[config.mk]
export PLATFORM = sky130hd
export DESIGN_NAME = muldiv_hilo_unit_flat
export DESIGN_NICKNAME = d
export VERILOG_FILES = /design/src/rtl/mips_muldiv_pkg.sv /design/src/rtl/muldiv_hilo_unit_if.sv /design/src/rtl/muldiv_iter_core.sv /design/src/rtl/muldiv_hilo_unit.sv /design/src/flat_wrapper.sv
export SDC_FILE = /design/constraint.sdc
export NUM_CORES = 1
export LEC_CHECK = 0
export ABC_AREA = 1
export BUFFER_PORTS_ARGS = -buffer_cell sky130_fd_sc_hd__buf_4
export CAP_MARGIN = 25
export CORE_MARGIN = 2
export CORE_UTILIZATION = 30
export DETAILED_ROUTE_END_ITERATION = 8
export PLACE_DENSITY = 0.57
export SLEW_MARGIN = 10
export SYNTH_ARGS = -nofsm -noshare
export SYNTH_HDL_FRONTEND = slang
export SYNTH_SLANG_ARGS = --single-unit
[constraint.sdc]
create_clock -name clk_i -period 5.9 [get_ports clk_i]
set_input_delay 0 -clock clk_i [delete_from_list [all_inputs] [get_ports clk_i]]
set_output_delay 0 -clock clk_i [all_outputs]
set_load 0.01 [all_outputs]
[src/rtl/mips_muldiv_pkg.sv]
// Shared encodings for the MIPS multiply/divide unit: opcodes, FSM states, MT select bits.
// Op bit1 selects divide, op bit0 selects unsigned.
package mips_muldiv_pkg;

    localparam logic [1:0] OP_MULT  = 2'b00;
    localparam logic [1:0] OP_MULTU = 2'b01;
    localparam logic [1:0] OP_DIV   = 2'b10;
    localparam logic [1:0] OP_DIVU  = 2'b11;

    typedef logic [1:0] state_t;
    localparam state_t ST_IDLE = 2'd0;
    localparam state_t ST_RUN  = 2'd1;
    localparam state_t ST_DONE = 2'd2;

    localparam int MT_LO_BIT = 0;
    localparam int MT_HI_BIT = 1;

    function automatic logic op_is_div(input logic [1:0] op);
        return op[1];
    endfunction

    function automatic logic op_is_signed(input logic [1:0] op);
        return ~op[0];
    endfunction

endpackage

[src/rtl/muldiv_hilo_unit_if.sv]
// EX-stage <-> multiply/divide unit bundle; the unit side is the slave modport.
// Result and stall signals flow back to the pipeline via the master modport.
interface muldiv_hilo_unit_if #(
    parameter int WIDTH = 32
);
    logic             start_i;
    logic [1:0]       op_i;
    logic [WIDTH-1:0] rs_data_i;
    logic [WIDTH-1:0] rt_data_i;
    logic [1:0]       mt_i;
    logic [WIDTH-1:0] mt_data_i;
    logic             flush_i;
    logic             stall_o;
    logic             busy_o;
    logic             done_o;
    logic [WIDTH-1:0] hi_o;
    logic [WIDTH-1:0] lo_o;

    modport master (
        output start_i, op_i, rs_data_i, rt_data_i, mt_i, mt_data_i, flush_i,
        input  stall_o, busy_o, done_o, hi_o, lo_o
    );

    modport slave (
        input  start_i, op_i, rs_data_i, rt_data_i, mt_i, mt_data_i, flush_i,
        output stall_o, busy_o, done_o, hi_o, lo_o
    );
endinterface

[src/rtl/muldiv_iter_core.sv]
// One-bit-per-cycle datapath: shift-add multiply or restoring divide on operand magnitudes,
// WIDTH steps after load; res_*_o is the sign-corrected result of the step taken this cycle.
module muldiv_iter_core
    import mips_muldiv_pkg::*;
#(
    parameter int WIDTH = 32
) (
    input  logic             clk_i,
    input  logic             rst_i,
    input  logic             load_i,
    input  logic             step_i,
    input  logic [1:0]       op_i,
    input  logic [WIDTH-1:0] a_i,
    input  logic [WIDTH-1:0] b_i,
    output logic             last_o,
    output logic [WIDTH-1:0] res_hi_o,
    output logic [WIDTH-1:0] res_lo_o
);
    localparam int CW = $clog2(WIDTH + 1);

    logic [2*WIDTH-1:0] acc_q, acc_d;
    logic [WIDTH-1:0]   opnd_q, opnd_d;
    logic [CW-1:0]      cnt_q, cnt_d;
    logic               is_div_q, is_div_d;
    logic               neg_q, neg_d;
    logic               neg_rem_q, neg_rem_d;

    logic               sign_a, sign_b;
    logic [WIDTH-1:0]   mag_a, mag_b;
    logic [WIDTH:0]     mul_sum;
    logic [WIDTH:0]     partial;
    logic [WIDTH:0]     trial;
    logic               div_ok;
    logic [WIDTH-1:0]   rem_new;
    logic [2*WIDTH-1:0] acc_step;
    logic [2*WIDTH-1:0] prod_fix;

    assign sign_a = op_is_signed(op_i) & a_i[WIDTH-1];
    assign sign_b = op_is_signed(op_i) & b_i[WIDTH-1];
    assign mag_a  = sign_a ? -a_i : a_i;
    assign mag_b  = sign_b ? -b_i : b_i;

    // Multiply: low half holds the remaining multiplier bits, high half the running sum.
    assign mul_sum = {1'b0, acc_q[2*WIDTH-1:WIDTH]} + (acc_q[0] ? {1'b0, opnd_q} : '0);

    // Divide: high half is the partial remainder, low half shifts dividend out / quotient in.
    assign partial = {acc_q[2*WIDTH-1:WIDTH], acc_q[WIDTH-1]};
    assign trial   = partial - {1'b0, opnd_q};
    assign div_ok  = ~trial[WIDTH];
    assign rem_new = div_ok ? trial[WIDTH-1:0] : partial[WIDTH-1:0];

    assign acc_step = is_div_q ? {rem_new, acc_q[WIDTH-2:0], div_ok}
                               : {mul_sum, acc_q[WIDTH-1:1]};

    assign prod_fix = neg_q ? -acc_step : acc_step;

    always_comb begin
        res_hi_o = prod_fix[2*WIDTH-1:WIDTH];
        res_lo_o = prod_fix[WIDTH-1:0];
        if (is_div_q) begin
            res_hi_o = neg_rem_q ? -acc_step[2*WIDTH-1:WIDTH] : acc_step[2*WIDTH-1:WIDTH];
            res_lo_o = neg_q     ? -acc_step[WIDTH-1:0]       : acc_step[WIDTH-1:0];
        end
    end

    assign last_o = (cnt_q == CW'(WIDTH - 1));

    always_comb begin
        acc_d     = acc_q;
        opnd_d    = opnd_q;
        cnt_d     = cnt_q;
        is_div_d  = is_div_q;
        neg_d     = neg_q;
        neg_rem_d = neg_rem_q;
        if (load_i) begin
            acc_d     = {{WIDTH{1'b0}}, mag_a};
            opnd_d    = mag_b;
            cnt_d     = '0;
            is_div_d  = op_is_div(op_i);
            neg_d     = sign_a ^ sign_b;
            neg_rem_d = sign_a;
        end else if (step_i) begin
            acc_d = acc_step;
            cnt_d = cnt_q + CW'(1);
        end
    end

    always_ff @(posedge clk_i or posedge rst_i) begin
        if (rst_i) begin
            acc_q     <= '0;
            opnd_q    <= '0;
            cnt_q     <= '0;
            is_div_q  <= 1'b0;
            neg_q     <= 1'b0;
            neg_rem_q <= 1'b0;
        end else begin
            acc_q     <= acc_d;
            opnd_q    <= opnd_d;
            cnt_q     <= cnt_d;
            is_div_q  <= is_div_d;
            neg_q     <= neg_d;
            neg_rem_q <= neg_rem_d;
        end
    end

endmodule

[src/rtl/muldiv_hilo_unit.sv]
// EX-stage MULT/MULTU/DIV/DIVU unit owning HI/LO: WIDTH+2 cycles in EX, stall_o held WIDTH+1.
// MULDIV_FAST_MUL_EN: multiplies complete combinationally on the start edge (1-cycle stall).
module muldiv_hilo_unit
    import mips_muldiv_pkg::*;
#(
    parameter int WIDTH = 32
) (
    input  logic                   clk_i,
    input  logic                   rst_i,
    muldiv_hilo_unit_if.slave      bus
);
    state_t           state_q, state_d;
    logic [WIDTH-1:0] hi_q, hi_d;
    logic [WIDTH-1:0] lo_q, lo_d;

    logic             accept;
    logic             core_last;
    logic [WIDTH-1:0] core_hi, core_lo;

    // A start is taken only when no MT write competes and no flush is clearing EX.
    assign accept = (state_q == ST_IDLE) & bus.start_i & (bus.mt_i == 2'b00) & ~bus.flush_i;

`ifdef MULDIV_FAST_MUL_EN
    logic [2*WIDTH-1:0] ext_a, ext_b, fast_prod;
    assign ext_a     = {{WIDTH{op_is_signed(bus.op_i) & bus.rs_data_i[WIDTH-1]}}, bus.rs_data_i};
    assign ext_b     = {{WIDTH{op_is_signed(bus.op_i) & bus.rt_data_i[WIDTH-1]}}, bus.rt_data_i};
    assign fast_prod = ext_a * ext_b;
`endif

    muldiv_iter_core #(.WIDTH(WIDTH)) u_core (
        .clk_i    (clk_i),
        .rst_i    (rst_i),
        .load_i   (accept),
        .step_i   ((state_q == ST_RUN) & ~bus.flush_i),
        .op_i     (bus.op_i),
        .a_i      (bus.rs_data_i),
        .b_i      (bus.rt_data_i),
        .last_o   (core_last),
        .res_hi_o (core_hi),
        .res_lo_o (core_lo)
    );

    always_comb begin
        state_d = state_q;
        hi_d    = hi_q;
        lo_d    = lo_q;
        case (state_q)
            ST_IDLE: begin
                if (bus.mt_i != 2'b00) begin
                    if (bus.mt_i[MT_LO_BIT]) lo_d = bus.mt_data_i;
                    if (bus.mt_i[MT_HI_BIT]) hi_d = bus.mt_data_i;
                end else if (accept) begin
`ifdef MULDIV_FAST_MUL_EN
                    if (!op_is_div(bus.op_i)) begin
                        hi_d    = fast_prod[2*WIDTH-1:WIDTH];
                        lo_d    = fast_prod[WIDTH-1:0];
                        state_d = ST_DONE;
                    end else begin
                        state_d = ST_RUN;
                    end
`else
                    state_d = ST_RUN;
`endif
                end
            end
            ST_RUN: begin
                if (bus.flush_i) begin
                    state_d = ST_IDLE;
                end else if (core_last) begin
                    hi_d    = core_hi;
                    lo_d    = core_lo;
                    state_d = ST_DONE;
                end
            end
            ST_DONE: state_d = ST_IDLE;
            default: state_d = ST_IDLE;
        endcase
    end

    always_ff @(posedge clk_i or posedge rst_i) begin
        if (rst_i) begin
            state_q <= ST_IDLE;
            hi_q    <= '0;
            lo_q    <= '0;
        end else begin
            state_q <= state_d;
            hi_q    <= hi_d;
            lo_q    <= lo_d;
        end
    end

    // Combinational so the pipeline is frozen in the very cycle the start is seen.
    assign bus.stall_o = ~rst_i & (accept | (state_q == ST_RUN));
    assign bus.busy_o  = (state_q != ST_IDLE);
    assign bus.done_o  = (state_q == ST_DONE);
    assign bus.hi_o    = hi_q;
    assign bus.lo_o    = lo_q;

endmodule
[src/flat_wrapper.sv]
// flat-port wrapper written by rule: the top's interface ports become plain ports
module muldiv_hilo_unit_flat import mips_muldiv_pkg::*;
#(
    parameter int WIDTH = 32
)
  (clk_i, rst_i, bus_start_i, bus_op_i, bus_rs_data_i, bus_rt_data_i, bus_mt_i, bus_mt_data_i, bus_flush_i, bus_stall_o, bus_busy_o, bus_done_o, bus_hi_o, bus_lo_o);
  muldiv_hilo_unit_if #(.WIDTH(WIDTH)) bus_i ();
  input  logic clk_i;
  input  logic rst_i;
  input wire logic [$bits(bus_i.start_i)-1:0] bus_start_i;
  input wire logic [$bits(bus_i.op_i)-1:0] bus_op_i;
  input wire logic [$bits(bus_i.rs_data_i)-1:0] bus_rs_data_i;
  input wire logic [$bits(bus_i.rt_data_i)-1:0] bus_rt_data_i;
  input wire logic [$bits(bus_i.mt_i)-1:0] bus_mt_i;
  input wire logic [$bits(bus_i.mt_data_i)-1:0] bus_mt_data_i;
  input wire logic [$bits(bus_i.flush_i)-1:0] bus_flush_i;
  output wire logic [$bits(bus_i.stall_o)-1:0] bus_stall_o;
  output wire logic [$bits(bus_i.busy_o)-1:0] bus_busy_o;
  output wire logic [$bits(bus_i.done_o)-1:0] bus_done_o;
  output wire logic [$bits(bus_i.hi_o)-1:0] bus_hi_o;
  output wire logic [$bits(bus_i.lo_o)-1:0] bus_lo_o;
  assign bus_i.start_i = bus_start_i;
  assign bus_i.op_i = bus_op_i;
  assign bus_i.rs_data_i = bus_rs_data_i;
  assign bus_i.rt_data_i = bus_rt_data_i;
  assign bus_i.mt_i = bus_mt_i;
  assign bus_i.mt_data_i = bus_mt_data_i;
  assign bus_i.flush_i = bus_flush_i;
  assign bus_stall_o = bus_i.stall_o;
  assign bus_busy_o = bus_i.busy_o;
  assign bus_done_o = bus_i.done_o;
  assign bus_hi_o = bus_i.hi_o;
  assign bus_lo_o = bus_i.lo_o;
  muldiv_hilo_unit #(.WIDTH(WIDTH)) u_core (.clk_i(clk_i), .rst_i(rst_i), .bus(bus_i));
endmodule
==> reports/metrics.cfg <==
[global_routing]
grt-ovfl-total = 0
antenna_found_initial = 2
grt_pass1_wl_um = 107000
grt_max_degree = 89
grt_pass1_vias = 17756
grt_use_total = 0.236

[clocking]
clkTransAtPathRegs_ps = 80
cts_buffer_depth = 2
worstSkewPairLatency_ps = 480
cts_setup_buffers = 0
cts_tree = done
cts_buffers = 17
root_buffer = clkbuf_16
cts.htree.levels = 4
cts.sinks = 171

[detailed_routing]
dr.first_iter.drc_count = 1632
m1WireLength_um = 32200
drt_wl_total_um = 70300
vias_per_cell = 5.09
wl_met3_um = 4350
num_vias = 19266
dr_wl_met2_um = 31400
drt_pass1_iterations = 6
top_layer_used = met4
ant_nets = 0
route.detailed.drc = 0
routedWlPerCell_um = 18.6

[timing]
maxSlewHeadroom = 0.385
finalSetupViolations = 0
fin_tns_setup_ps = 0
fmax_mhz = 212
fin_crit_sh = 0.798
rsz0062_at_grt = false
worstMarginPinSlew_ps = 920
fin_skew_ps = 14.8
final.min_clock_period_ps = 4710
fin_ws_ps = 1190
drv_slew = 0
finalHoldViolations = 0

[worst_setup_path]
arrival_ps = 5080
critPathSlowestCell = fa_1
crit_type = register to register
critPathLaunchType = register
critPathMaxFanout = 19
cp_common_cell = nand2_1
required_ps = 6270
reg2reg_from = u_core.u_core.acc_q[31]$_DFFE_PP0P_
slowest_delay_ps = 450
cp-startpoint = u_core.u_core.acc_q[31]$_DFFE_PP0P_
endpoint_kind = register

[synth]
synth.distinct_cells = 56
yosysSeqAreaShare = 0.252
synthTopCellsByArea = dfrtp_1, nand2_1, inv_1, nor2_1, nand3_1
synth.ff_latch_count = 171
avgSynthCellArea_sq_um = 6.09
synth_ff_type = dfrtp_1
synth_top_cell_by_area = dfrtp_1
syn_area_sq_um = 17000
yosys.area.top_type_share = 0.252
async_flop_share = 1.00
ys_warn_count = 0
syn-instance-count = 2788
synth_edf_count = 0
syn_nets = 2963

[cells_and_area]
syn2layout_area_growth_pct = 21.3
final_net_count = 3189
fin_util = 0.367
layout-drive-gt1-share = 0.115
fillers = 6275

[place]
pre_cts_slack_ps = 1250
hpwl_um = 55300
place_congestion = 0.975
portBuffers = 170

[outcome]
status = finished clean

[die]
start_util = 0.302
core_sq_um = 56200
io_pins = 171
die_area_sq_um = 58500
rows = 87
die_y_um = 242
fp.dieW_um = 242

[pwr]
cellLeakagePower_nw = 10.3
vdd_ir_drop_max_mv = 0.258
powerDensity_nw_per_um2 = 497

[hold_path]
hold_start = bus_rs_data_i[4]
hold_class = input pin to register

[job]
maxCapViolations = 0

-- cell usage after synthesis, types with 3 or more instances --
cell type  count
buf_1          9
xor2_1        46
buf_6          3
o21ai_0      193
and2_1         4
a21oi_1      178
a31oi_1       33
nor2_2        21
buf_2         11
nand3_1      216
a21o_1         3
o21ai_1       28
nor2_4         3
ha_1          69
nor4_1         7
buf_8          3
clkbuf_1      55
buf_4          5
xnor2_1       11
nand3_2        9
clkinv_1       3
nand3b_1      13
nand4_1       30
dfrtp_1      171
o31ai_1        5
o211ai_1      11
o21ai_2        4
inv_2         11
inv_1        399
o21a_1        10
nor2_1       302
nor3_1        32
or2_2          8
o21bai_1      13
o221ai_1      24
nand2_4        6
nand2_2       35
a21oi_2       10
nand2_1      758
o22ai_1       15
-- cell type report --
class	count	area (sq um)	share of cell area
antenna	1	2.50	0.000121
clock buffer	17	425	0.0206
clock inverter	15	189	0.00917
inverter	413	1560	0.0755
multi-input combinational	2118	10700	0.522
sequential	171	4280	0.208
tap	756	946	0.0459
timing repair buffer	293	2450	0.119
-- per-stage QoR --
stage | total power [mW] | hold WS, ps | instances | instance area [sq um]
2_1_floorplan | 6.65 | 44.1 | 2788 | 17000
3_3_place_gp | 8.86 | 150 | 3650 | 19000
3_5_place_dp | 8.83 | 153 | 3650 | 19000
4_1_cts | 10.2 | 11.2 | 3783 | 20600
5_1_grt | 11.1 | 54.9 | 3783 | 20600
6_report | 10.2 | 25.1 | 3784 | 20600
-- path summary, 6_finish.rpt --
check | end | slack [ps] | depth (start not counted)
worst max-delay path | u_core.bus.hi_o[26]$_DFFE_PP0P_ | 1190 | 36
max in group asynchronous | u_core.bus.lo_o[29]$_DFFE_PP0P_ | 4410 | 4
worst min-delay path | u_core.u_core.acc_q[4]$_DFFE_PP0P_ | 30 | 5
worst max register to register | u_core.bus.hi_o[26]$_DFFE_PP0P_ | 1190 | 36
min in group asynchronous | u_core.state_q[0]$_DFFE_PP0P_ | 190 | 3
worst min register to register | u_core.u_core.cnt_q[5]$_DFFE_PP0P_ | 480 | 1
-- report_power, final --
group          internal, mW  switching [mW]  total, mW
clock network         0.615           0.614       1.23
logic                  2.18            4.94       7.12
registers              1.49           0.403       1.90
total                  4.29            5.95       10.2
-- what timing repair did --
action,in CTS,in global routing
hold buffers,101,0
endpoints found under the hold margin,190,0
resized for setup,0,0
-- critical path, delay by kind of cell, from the launching register on --
| family | cells | cell delay [ps] |
|---|---|---|
| AO/OA/AOI/OAI | 1 | 70 |
| adder cells (fa/ha/maj) | 3 | 900 |
| buffers and inverters | 3 | 270 |
| flip-flops | 1 | 330 |
| AND/OR/NAND/NOR | 29 | 3010 |
-- cell usage in the layout, fill, tap and decap left out, types with 6 or more instances in the layout --
cell type      instances
o21bai_1              13
nor4_1                 7
o221ai_1              24
a21oi_2               10
nand2_2               36
nand4_1               30
o211ai_1              11
inv_1                398
nor2_1               301
o21ai_1               28
inv_2                 11
or2_2                  8
nand2_4                6
dfrtp_1              170
nand3_1              216
ha_1                  69
a31oi_1               33
nor2_2                22
a21oi_1              178
clkbuf_16             17
nand3_2                9
o21ai_0              193
xnor2_1               11
buf_4                192
o21a_1                10
nand2_1              757
nand3b_1              13
o22ai_1               15
inv_6                  6
nor3_1                32
dlygate4sd3_1        101
xor2_1                46
-- metal layers --
layer	GRT usage	vias up
li1	-	9499
met1	0.331	8934
met2	0.375	727
met3	0.0267	106
met4	0.0859	0
met5	0	-
-- registers in the layout, summed over array words and instances, names as in the netlist --
register                 cells
u_core.u_core.neg_q          1
u_core.u_core.neg_rem_q      1
u_core.u_core.cnt_q          6
u_core.u_core.is_div_q       1
u_core.state_q               2
u_core.u_core.opnd_q        32
u_core.bus.lo_o             32
u_core.u_core.acc_q         64
u_core.bus.hi_o             32
-- cell families after synthesis --
kind of cell / Yosys count / share of synthesized area
compound gates: 533 / 0.177
xor+xnor: 57 / 0.0294
fa+ha+maj: 71 / 0.0532
buf+inv: 499 / 0.116
flops: 171 / 0.252
simple gates: 1457 / 0.373
No activity file was read; power rests on OpenSTA's default activity.
